[src/rtl/mem_port_arbiter.sv]
// mem_port_arbiter
//   Shares one memory bus between the instruction-fetch port (I, read-only)
//   and the memory-stage port (D, read/write). One transaction is in flight
//   at a time; read data is steered back to the port that issued it.
//
// Ports
//   clk, resetn                     clock, async active-low reset
//   i_valid/i_addr/i_abort          fetch request, redirect abort pulse
//   i_done/i_rdata                  fetch completion pulse and data
//   d_valid/d_we/d_addr/d_wdata/d_strb  data request
//   d_done/d_rdata                  data completion pulse and load data
//   stall_if/stall_mem              pipeline stage-enable gates
//   mem_req/mem_we/mem_addr/mem_wdata/mem_strb  bus request (registered)
//   mem_addr_ok/mem_data_ok/mem_rdata           bus handshake and read data
module mem_port_arbiter #(
    parameter int ADDR_W     = 32,
    parameter int DATA_W     = 32,
    parameter int STARVE_MAX = 4
) (
    input  logic                clk,
    input  logic                resetn,
    input  logic                i_valid,
    input  logic [ADDR_W-1:0]   i_addr,
    input  logic                i_abort,
    output logic                i_done,
    output logic [DATA_W-1:0]   i_rdata,
    input  logic                d_valid,
    input  logic                d_we,
    input  logic [ADDR_W-1:0]   d_addr,
    input  logic [DATA_W-1:0]   d_wdata,
    input  logic [DATA_W/8-1:0] d_strb,
    output logic                d_done,
    output logic [DATA_W-1:0]   d_rdata,
    output logic                stall_if,
    output logic                stall_mem,
    output logic                mem_req,
    output logic                mem_we,
    output logic [ADDR_W-1:0]   mem_addr,
    output logic [DATA_W-1:0]   mem_wdata,
    output logic [DATA_W/8-1:0] mem_strb,
    input  logic                mem_addr_ok,
    input  logic                mem_data_ok,
    input  logic [DATA_W-1:0]   mem_rdata
);

    localparam int STRB_W = DATA_W / 8;
    localparam int CNT_W  = $clog2(STARVE_MAX + 1);
    localparam logic [CNT_W-1:0] STARVE_LIM = CNT_W'(STARVE_MAX);

    typedef enum logic [1:0] {S_IDLE, S_REQ, S_WAIT, S_RESP} state_t;
    typedef enum logic [1:0] {OWN_NONE, OWN_I, OWN_D} owner_t;

    state_t              r_state;
    owner_t              r_owner;
    logic                r_drop;
    logic [CNT_W-1:0]    r_starve;
    logic                r_mem_req;
    logic                r_mem_we;
    logic [ADDR_W-1:0]   r_mem_addr;
    logic [DATA_W-1:0]   r_mem_wdata;
    logic [STRB_W-1:0]   r_mem_strb;
    logic [DATA_W-1:0]   r_i_rdata;
    logic [DATA_W-1:0]   r_d_rdata;

    logic w_grant_d;
    logic w_grant_i;
    logic w_capture;
    logic w_abort_hit;

    // D normally wins; once it has won STARVE_MAX times in a row while
    // fetch was waiting, fetch gets the next slot.
    assign w_grant_d   = (r_state == S_IDLE) && d_valid &&
                         ((r_starve < STARVE_LIM) || !i_valid);
    assign w_grant_i   = (r_state == S_IDLE) && !w_grant_d && i_valid;
    // Response accepted either alongside the address handshake or later.
    assign w_capture   = ((r_state == S_REQ) && mem_addr_ok && mem_data_ok) ||
                         ((r_state == S_WAIT) && mem_data_ok);
    assign w_abort_hit = i_abort && (r_owner == OWN_I) && (r_state != S_IDLE);

    always_ff @(posedge clk or negedge resetn) begin
        if (!resetn) begin
            r_state     <= S_IDLE;
            r_owner     <= OWN_NONE;
            r_drop      <= 1'b0;
            r_starve    <= '0;
            r_mem_req   <= 1'b0;
            r_mem_we    <= 1'b0;
            r_mem_addr  <= '0;
            r_mem_wdata <= '0;
            r_mem_strb  <= '0;
            r_i_rdata   <= '0;
            r_d_rdata   <= '0;
        end else begin
            // Starvation counter: only D wins over a waiting fetch count.
            if (w_grant_d && i_valid)
                r_starve <= (r_starve == STARVE_LIM) ? r_starve : r_starve + 1'b1;
            else if (w_grant_i || !i_valid)
                r_starve <= '0;

            // Leaving RESP clears drop; that wins over an abort in RESP.
            if (r_state == S_RESP)
                r_drop <= 1'b0;
            else if (w_abort_hit)
                r_drop <= 1'b1;

            // Aborted fetches still write i_rdata; only the done is hidden.
            if (w_capture) begin
                if (r_owner == OWN_I)
                    r_i_rdata <= mem_rdata;
                else if ((r_owner == OWN_D) && !r_mem_we)
                    r_d_rdata <= mem_rdata;
            end

            case (r_state)
                S_IDLE: begin
                    if (w_grant_d) begin
                        r_owner     <= OWN_D;
                        r_mem_req   <= 1'b1;
                        r_mem_we    <= d_we;
                        r_mem_addr  <= d_addr;
                        r_mem_wdata <= d_wdata;
                        r_mem_strb  <= d_strb;
                        r_state     <= S_REQ;
                    end else if (w_grant_i) begin
                        r_owner     <= OWN_I;
                        r_mem_req   <= 1'b1;
                        r_mem_we    <= 1'b0;
                        r_mem_addr  <= i_addr;
                        r_mem_wdata <= '0;
                        r_mem_strb  <= '1;
                        r_state     <= S_REQ;
                    end
                end
                S_REQ: begin
                    if (mem_addr_ok) begin
                        r_mem_req <= 1'b0;
                        r_state   <= mem_data_ok ? S_RESP : S_WAIT;
                    end
                end
                S_WAIT: begin
                    if (mem_data_ok)
                        r_state <= S_RESP;
                end
                S_RESP: begin
                    r_owner <= OWN_NONE;
                    r_state <= S_IDLE;
                end
                default: r_state <= S_IDLE;
            endcase
        end
    end

    // i_abort in RESP must hide this cycle's i_done, hence the live term.
    assign i_done    = (r_state == S_RESP) && (r_owner == OWN_I) && !r_drop && !i_abort;
    assign d_done    = (r_state == S_RESP) && (r_owner == OWN_D);
    assign i_rdata   = r_i_rdata;
    assign d_rdata   = r_d_rdata;
    assign stall_if  = i_valid & ~i_done;
    assign stall_mem = d_valid & ~d_done;
    assign mem_req   = r_mem_req;
    assign mem_we    = r_mem_we;
    assign mem_addr  = r_mem_addr;
    assign mem_wdata = r_mem_wdata;
    assign mem_strb  = r_mem_strb;

endmodule

[config.mk]
export PLATFORM = sky130hd
export DESIGN_NAME = mem_port_arbiter
export DESIGN_NICKNAME = d
export VERILOG_FILES = /design/src/rtl/mem_port_arbiter.sv
export SDC_FILE = /design/constraint.sdc
export NUM_CORES = 1
export LEC_CHECK = 0
export ABC_CLOCK_PERIOD_IN_PS = 2700
export CAP_MARGIN = 20
export CORE_UTILIZATION = 42
export DETAILED_ROUTE_END_ITERATION = 6
export GPL_TIMING_DRIVEN = 1
export PLACE_DENSITY = 0.84
export SETUP_SLACK_MARGIN = 0.1
export SYNTH_ARGS = -nofsm -noshare
export SYNTH_HDL_FRONTEND = slang
export SYNTH_SLANG_ARGS = --single-unit
[constraint.sdc]
create_clock -name clk -period 2.7 [get_ports clk]
set_input_delay 0.54 -clock clk [delete_from_list [all_inputs] [get_ports clk]]
set_output_delay 0.54 -clock clk [all_outputs]
set_load 0.005 [all_outputs]
---- After elaboration in Yosys (flattened, before gate mapping) ----
Cells that the tools add are included.
cells by class
  add/subtract/negate cells ............... 1
  magnitude comparators ................... 1
  eq/ne operators ......................... 10
  mux-type cells .......................... 25
  bitwise logic cells ..................... 5
  reduce and logical (&&, ||, !) cells .... 37
operators by type and width
  kind                 number
  $mux 32              4
  $logic_and 1x1->1    15
  $reduce_bool 2->1    6
  $mux 2               5
  $mux 3               3
  $reduce_and 3->1     3
  $mux 1               8
  $mux 4               2
  $pmux 2 s4           1
  $reduce_and 2->1     4
  $eq 2x2->1 const B   3
  $ne 2x2->1 const B   3
  $logic_not 1->1      5
  $eq 2x1->1 const B   2
  $pmux 2 s2           1
  $add 3x1->3 const B  1
  $eq 3x3->1 const B   1
  $logic_or 1x1->1     3
  $lt 3x3->1 const B   1
  $ne 3x3->1 const B   1
  $not 1->1            3
  $and 1x1->1          2
  $logic_not 2->1      1
  $pmux 1 s2           1
storage, ports and cells
  bits in registers ....................... 142
  bits of input ports ..................... 140
  output and inout bits ................... 138
  logic and storage cells ................. 90

---- Longest topological paths before layout ----
Gate-level depths: netlist of the first run.
  depth after elaboration ................. 9
  mapped depth ............................ 7
  gate-level depth less buffers ........... 5

---- Worst setup path after synthesis of the first run ----
No wires, ideal clock.
  path kind ............................... reg-to-reg
  start point ............................. reg r_state[1]
  end point ............................... reg r_d_rdata[10], in the netlist d_rdata[10]
  library setup time ...................... 0.125 ns
  arrival time ............................ 1.840 ns
  path slack .............................. 0.735 ns
  stages on the path, launching flop included .. 8
  clock period less this slack ............ 1.965 ns
  path through ............................ dfrtp_1 -> inv_1 -> ha_1 -> a21oi_2 -> or4b_4 -> buf_6 -> buf_12 -> mux2_4
on the way
  cells in the longest elaborated chain, start to end .. 5
ends and longest elaborated chain
  item                            RTL line  text
  start: declaration              53        state_t r_state;
  start signal: assignment        137       r_state <= mem_data_ok ? S_RESP : S_WAIT;
  $eq 2x1->1                      76        assign w_capture = ((r_state == S_REQ) && mem_addr_ok && mem_data_ok) ||
  $logic_and 1x1->1 (2 in a row)  76
  $logic_or 1x1->1 *              76
  $reduce_and 3->1 (no line) *    --
  end signal: assignment          111       r_d_rdata <= mem_rdata;
  end: declaration                63        logic [DATA_W-1:0] r_d_rdata;
Mark *: on every way between the ends. The rest lies on a longest branch, timed or not.
A chain may end at the register's enable or synchronous reset.

---- Worst setup path after layout of the first run ----
  start point ............................. reg r_state[1]
  end point ............................... out stall_if
on the way
  cells in the longest elaborated chain, start to end .. 6
ends and longest elaborated chain
  item                            RTL line  text
  $eq 2x2->1                      154       assign i_done = (r_state == S_RESP) && (r_owner == OWN_I) && !r_drop && !i_abort;
  $logic_and 1x1->1 (3 in a row)  154
  $not 1->1                       158       assign stall_if = i_valid & ~i_done;
  $and 1x1->1                     158
  end: declaration                34        output logic stall_if,
Every way passes these cells.

==> impl_metrics.json, run 1 <==
{
  "hold_violations": 0,
  "gp_congestion": 0.753,
  "ios": 278,
  "crit_path_max_incr_delay_ps": 440,
  "rsz0062_at_grt": "false",
  "syn_nets": 620,
  "fin_skew_ps": 10.6,
  "period_share": 0.918,
  "layout-drive-gt1-share": 0.162,
  "switchingPower_uw": 3100,
  "crit_chain": "ha_4, inv_1, nor4b_4, nor2_1, clkdlybuf4s50_1",
  "fill_cells": 959,
  "period_needed_ps": 2480,
  "ys_seq_elements": 142,
  "port-buffer-count": 277,
  "crit_path_top_delay_cell": "clkdlybuf4s50_1",
  "synth_top_area_share": 0.583,
  "min_path_type": "in -> async",
  "initial_core_util": 0.434,
  "seq_area_mm2": 0.00355,
  "drtIter0Drc": 259,
  "die_h_um": 122,
  "p_per_area_mw_per_mm2": 1070,
  "drcViolationCount": 0,
  "rows": 43,
  "peakVddDrop_mv": 0.637,
  "max_freq_mhz": 404,
  "synthTopCellsByArea": "dfrtp_1 (58%), mux2_4 (7.4%), mux2_2 (6.5%)",
  "postCtsHoldBufs": 0,
  "grt-ovfl-total": 0,
  "critPathBufInv": 2,
  "internal_power_uw": 7250,
  "setup_violations": 0,
  "final.setup.tns_ps": 0,
  "viasPerCell": 5.47,
  "path_delay_family": "buffers and inverters",
  "cp.arrival_ps": 1940,
  "crit_path_end_kind": "output pin",
  "layout.nets": 887,
  "clk_latency_ps": 420,
  "ys_warn_count": 0,
  "root_buffer": "clkbuf_16",
  "cts_tree": "built",
  "hpwl_mm": 12.4,
  "grt_pass1_vias": 5228,
  "synth.distinct_cells": 38,
  "h-tree-depth": 4,
  "place_ws_ps": 94.2,
  "start_kind": "flip-flop",
  "via_count": 5108,
  "grt_pass1_wl_mm": 26.9,
  "die_w_um": 122,
  "core_area_mm2": 0.0140,
  "final_max_slew_viol_count": 0,
  "outcome": "finished clean",
  "cp.required_ps": 2160,
  "routed_wl_mm": 17.7,
  "max_slew.worst_pin.slew_ps": 1040,
  "post_drt_wl_per_cell_um": 18.9,
  "yosysTopAreaCell": "dfrtp_1",
  "multi_input_area_mm2": 0.00232,
  "numCtsBuffers": 17,
  "grt_max_degree": 69,
  "setup_ws_ps": 223,
  "cap_violations": 0,
  "antenna_cells": 0,
  "antenna_found_initial": 0,
  "postSynthCellCount": 473,
  "area_delta_synth_final_pct": 58.2,
  "ant_nets": 0,
  "combPwrFrac": 0.424,
  "clkSinkCount": 142,
  "cts_resized": 3,
  "dr.pass1.iters": 4,
  "crit_fanout": 6,
  "slew_headroom": 0.307,
  "pwr-share-seq": 0.354,
  "swShare": 0.300,
  "cts_max_path_buffers": 2,
  "syn-cell-area_mm2": 0.00609,
  "pwr-share-clk": 0.222,
  "grt_usage": 0.237,
  "critPathKind": "reg -> out",
  "clkTransAtPathRegs_ps": 60,
  "syn-mean-instance-area_um2": 12.9,
  "dieArea_mm2": 0.0150,
  "p_leak_uw": 0.00407,
  "synth-seq-area-share": 0.583,
  "cts_setup_buffers": 0
}
[worst register-to-register path, stage by stage, from the launching register on]
cell and delay, ps:
dfrtp_1 440, inv_1 130, ha_1 260, a21oi_2 110
or4b_4 800, mux2_4 410
[area by class of cell]
cell class / instances / area share
clock inverter: 11 / 0.0109
timing repair buffer: 290 / 0.302
sequential: 142 / 0.369
inverter: 10 / 0.00389
tap: 180 / 0.0234
multi-input combinational: 279 / 0.241
clock buffer: 21 / 0.0498
[synth_stat cells (all sizes together)]
cell type	n
a211oi	1
a21oi	4
a222oi	1
a22o	34
a31oi	33
and2	2
and3	1
buf	10
clkbuf	32
dfrtp	142
ha	7
inv	10
mux2	65
mux2i	1
nand2	5
nand2b	1
nand3	3
nor2	38
nor2b	4
nor3b	1
nor4b	1
nor4bb	1
o2111ai	32
o211ai	2
o21a	1
o21ai	34
o22a	4
o32ai	1
or2	1
or4b	1
[stage by stage]
step                total power, uW  area [um^2]  utilization  cells  hold slack, ps
floorplan                      5440         6090            -    473             244
global placement               7870         9010        0.642    900             485
detailed placement             8060         9030        0.643    901             483
CTS                           10400         9620        0.685    933            36.6
global route                  10900         9640        0.687    933            44.7
finish                        10400         9640        0.687    933            38.2
[metal layers]
layer  global-route usage  share of wire
met4               0.0953          0.020
met2                0.395           0.50
met1                0.278           0.39
met5                    0              0
met3               0.0850          0.089
[cells in the final DEF (no fill, tap or decap), drive strengths merged]
cell type,instances
or2,1
o211ai,2
nor4bb,1
clkinvlp,3
clkinv,3
nor2,38
a22o,34
bufinv,1
nor3b,1
clkdlybuf4s50,275
inv,14
o21a,1
a21oi,4
dfrtp,142
o32ai,1
clkbuf,21
and2,2
buf,14
o2111ai,32
a31oi,33
nand2b,1
o21ai,34
and3,1
ha,7
or4b,1
mux2i,1
nand2,5
mux2,65
o22a,4
nor2b,4
a211oi,1
nand3,3
nor4b,1
a222oi,1
dlygate4sd2,1
[state kept, by name (all words and copies together), names as in the netlist, 2 cells and up]
name       cells
mem_wdata     32
d_rdata       32
mem_strb       4
r_owner        2
r_starve       3
r_state        2
mem_addr      32
i_rdata       32
[power by group through the flow]
stage / sequential [uW] / clock, uW / combinational (uW)
after global routing: 3780 / 2430 / 4740
final: 3660 / 2290 / 4390
after global placement: 3620 / 0 / 4250
after floorplan: 3660 / 0 / 1780
after detailed placement: 3660 / 0 / 4400
after CTS: 3660 / 2350 / 4420
[cells by family (layout without fill, tap and decap cells)]
kind of cell,after synthesis,in the layout,synth area share
mux,66,66,0.140
buf+inv,52,332,0.0421
simple gates,59,59,0.0458
fa+ha+maj,7,7,0.0144
compound gates,147,147,0.174
flops,142,142,0.583
[path summary, 6_finish.rpt]
| check | cells after the start | from | slack [ps] | to |
|---|---|---|---|---|
| max | 5 | r_state[1] | 220 | stall_if |
| min | 1 | resetn | 40 | d_rdata[27] |
| max in group asynchronous | 2 | resetn | 1870 | mem_addr[31] |
| min reg2reg | 1 | mem_wdata[8] | 500 | mem_wdata[8] |
| min in group clk | 1 | mem_wdata[8] | 500 | mem_wdata[8] |
| max reg2reg | 5 | r_state[1] | 440 | d_rdata[3] |
Power figures use the tool's default switching activity.
==> run 2: changes to the inputs <==
--- a/config.mk
+++ b/config.mk
@@ -10,7 +10,7 @@
 export CORE_UTILIZATION = 42
 export DETAILED_ROUTE_END_ITERATION = 6
 export GPL_TIMING_DRIVEN = 1
-export PLACE_DENSITY = 0.84
+export PLACE_DENSITY = 0.9
 export SETUP_SLACK_MARGIN = 0.1
 export SYNTH_ARGS = -nofsm -noshare
 export SYNTH_HDL_FRONTEND = slang
==> run 2 against run 1 <==
  * Cell count increased by 0.54%
  * Register-to-register slack worse by 100 ps
  * Critical path type unchanged
  * Maximum frequency shrank 1.1%
  * Clock skew fell by 1.8 ps
  * Wire length down 2.0%
  * Utilization rose by 0.15 points
  * Die area unchanged
  * Non-clock buffer count up 6
==> impl_metrics.json, run 2 (synthesis results as in run 1) <==
{
  "ios": 278,
  "p_leak_uw": 0.00409,
  "clkSinkCount": 142,
  "antenna_cells": 0,
  "period_share": 0.928,
  "drcViolationCount": 0,
  "die_h_um": 122,
  "port-buffer-count": 277,
  "ant_nets": 0,
  "switchingPower_uw": 3060,
  "grt_usage": 0.238,
  "area_delta_synth_final_pct": 58.6,
  "min_path_type": "in -> async",
  "grt_pass1_vias": 5321,
  "combPwrFrac": 0.427,
  "rsz0062_at_grt": "false",
  "final_common_cell": "clkdlybuf4s50_1",
  "via_count": 5117,
  "numCtsBuffers": 17,
  "layout-drive-gt1-share": 0.170,
  "cts_tree": "built",
  "critPathKind": "reg -> out",
  "rows": 43,
  "peakVddDrop_mv": 0.515,
  "hpwl_mm": 12.4,
  "dieArea_mm2": 0.0150,
  "cap_violations": 0,
  "r2r_start": "r_state[1]",
  "internal_power_uw": 7260,
  "post_drt_wl_per_cell_um": 18.5,
  "multi_input_area_mm2": 0.00232,
  "grt-ovfl-total": 0,
  "p_per_area_mw_per_mm2": 1070,
  "layout.nets": 893,
  "max_freq_mhz": 399,
  "hold_violations": 0,
  "fin_skew_ps": 8.75,
  "pwr-share-clk": 0.218,
  "core_area_mm2": 0.0140,
  "utilization": 0.688,
  "initial_core_util": 0.434,
  "clk_latency_ps": 410,
  "r2r-end": "d_rdata[4]",
  "final.setup.tns_ps": 0,
  "r2r_cells": 6,
  "fill_cells": 938,
  "outcome": "finished clean",
  "die_w_um": 122,
  "routed_wl_mm": 17.3,
  "seq_area_mm2": 0.00355,
  "grt_max_degree": 61,
  "cts_max_path_buffers": 2,
  "antenna_found_initial": 0,
  "drtIter0Drc": 288,
  "final_cell_mix": "clkdlybuf4s50_1 (276), dfrtp_1 (141), nor2_1 (37)",
  "max_slew.worst_pin.slew_ps": 1030,
  "crit_fanout": 5,
  "pwr-share-seq": 0.355,
  "h-tree-depth": 4,
  "gp_congestion": 0.823,
  "final_max_slew_viol_count": 0,
  "worst-r2r-setup-slack_ps": 340,
  "dr.pass1.iters": 6,
  "setup_violations": 0,
  "clkTransAtPathRegs_ps": 60,
  "cp.arrival_ps": 1970,
  "cp.required_ps": 2160,
  "swShare": 0.297,
  "period_needed_ps": 2510,
  "grt_pass1_wl_mm": 27.1,
  "slew_headroom": 0.313,
  "viasPerCell": 5.46,
  "crit_path_end_kind": "output pin",
  "start_kind": "flip-flop",
  "root_buffer": "clkbuf_16"
}
==> run 2: power by group through the flow <==
stage          clock, uW  combinational (uW)  sequential [uW]
4_1_cts             2290                4420             3670
5_1_grt             2410                4770             3790
6_report            2250                4410             3660
3_3_place_gp           0                4210             3630
2_1_floorplan          0                1780             3660
3_5_place_dp           0                4370             3680
==> run 2: timing repair <==
item / in CTS / in global routing
hold buffers: 0 / 0
endpoints found under the setup margin: 2 / 17
gates resized for setup: 3 / 3
pin swaps: 0 / 1
buffers inserted: 2 / 2
==> run 2: how the worst max path moves through the flow <==
stage	from	endpoint	slack, ps	depth (start not counted)
after CTS	r_state[0]	stall_if	120	6
after floorplan	r_state[1]	d_rdata[10]	740	7
after global placement	i_abort	i_done	220	4
after global routing	r_state[0]	i_done	90	5
after detailed placement	d_valid	mem_wdata[26]	200	6
final	r_state[1]	stall_if	190	6
==> run 2: cell type report <==
class / instances / share of cell area
clock inverter: 13 / 0.0146
inverter: 10 / 0.00388
timing repair buffer: 296 / 0.306
sequential: 142 / 0.368
multi-input combinational: 279 / 0.240
clock buffer: 18 / 0.0444
tap: 180 / 0.0233
==> run 2: through the flow <==
step | instance area [um^2] | power, uW | setup WS, ps | std cells | hold WS, ps
after floorplan | 6090 | 5440 | 735 | 473 | 244
after global placement | 9040 | 7840 | 222 | 903 | 481
after detailed placement | 9040 | 8040 | 196 | 903 | 492
after CTS | 9640 | 10400 | 118 | 936 | 109
after global routing | 9660 | 11000 | 85.5 | 938 | 131
final | 9660 | 10300 | 194 | 938 | 100
==> run 2: worst max-delay path, cell delays in order (launching register included) <==
cell	delay [ps]
dfrtp_2	390
ha_4	150
inv_1	70
nor4b_2	280
buf_4	170
nor2_1	40
clkdlybuf4s50_1	450
==> run 2: routing by layer <==
layer  track usage  share of wire  up-vias
met2         0.404           0.50      247
met4        0.0930          0.027        0
met1         0.280           0.40     2513
li1              -              -     2317
met5             0              0        -
met3        0.0725          0.069       40
==> run 3: changes to the inputs <==
--- a/config.mk
+++ b/config.mk
@@ -12,6 +12,7 @@
 export GPL_TIMING_DRIVEN = 1
 export PLACE_DENSITY = 0.9
 export SETUP_SLACK_MARGIN = 0.1
+export SLEW_MARGIN = 10
 export SYNTH_ARGS = -nofsm -noshare
 export SYNTH_HDL_FRONTEND = slang
 export SYNTH_SLANG_ARGS = --single-unit
==> results of run 3 <==
The final DEF is identical to that of run 2; final timing and power are the same.
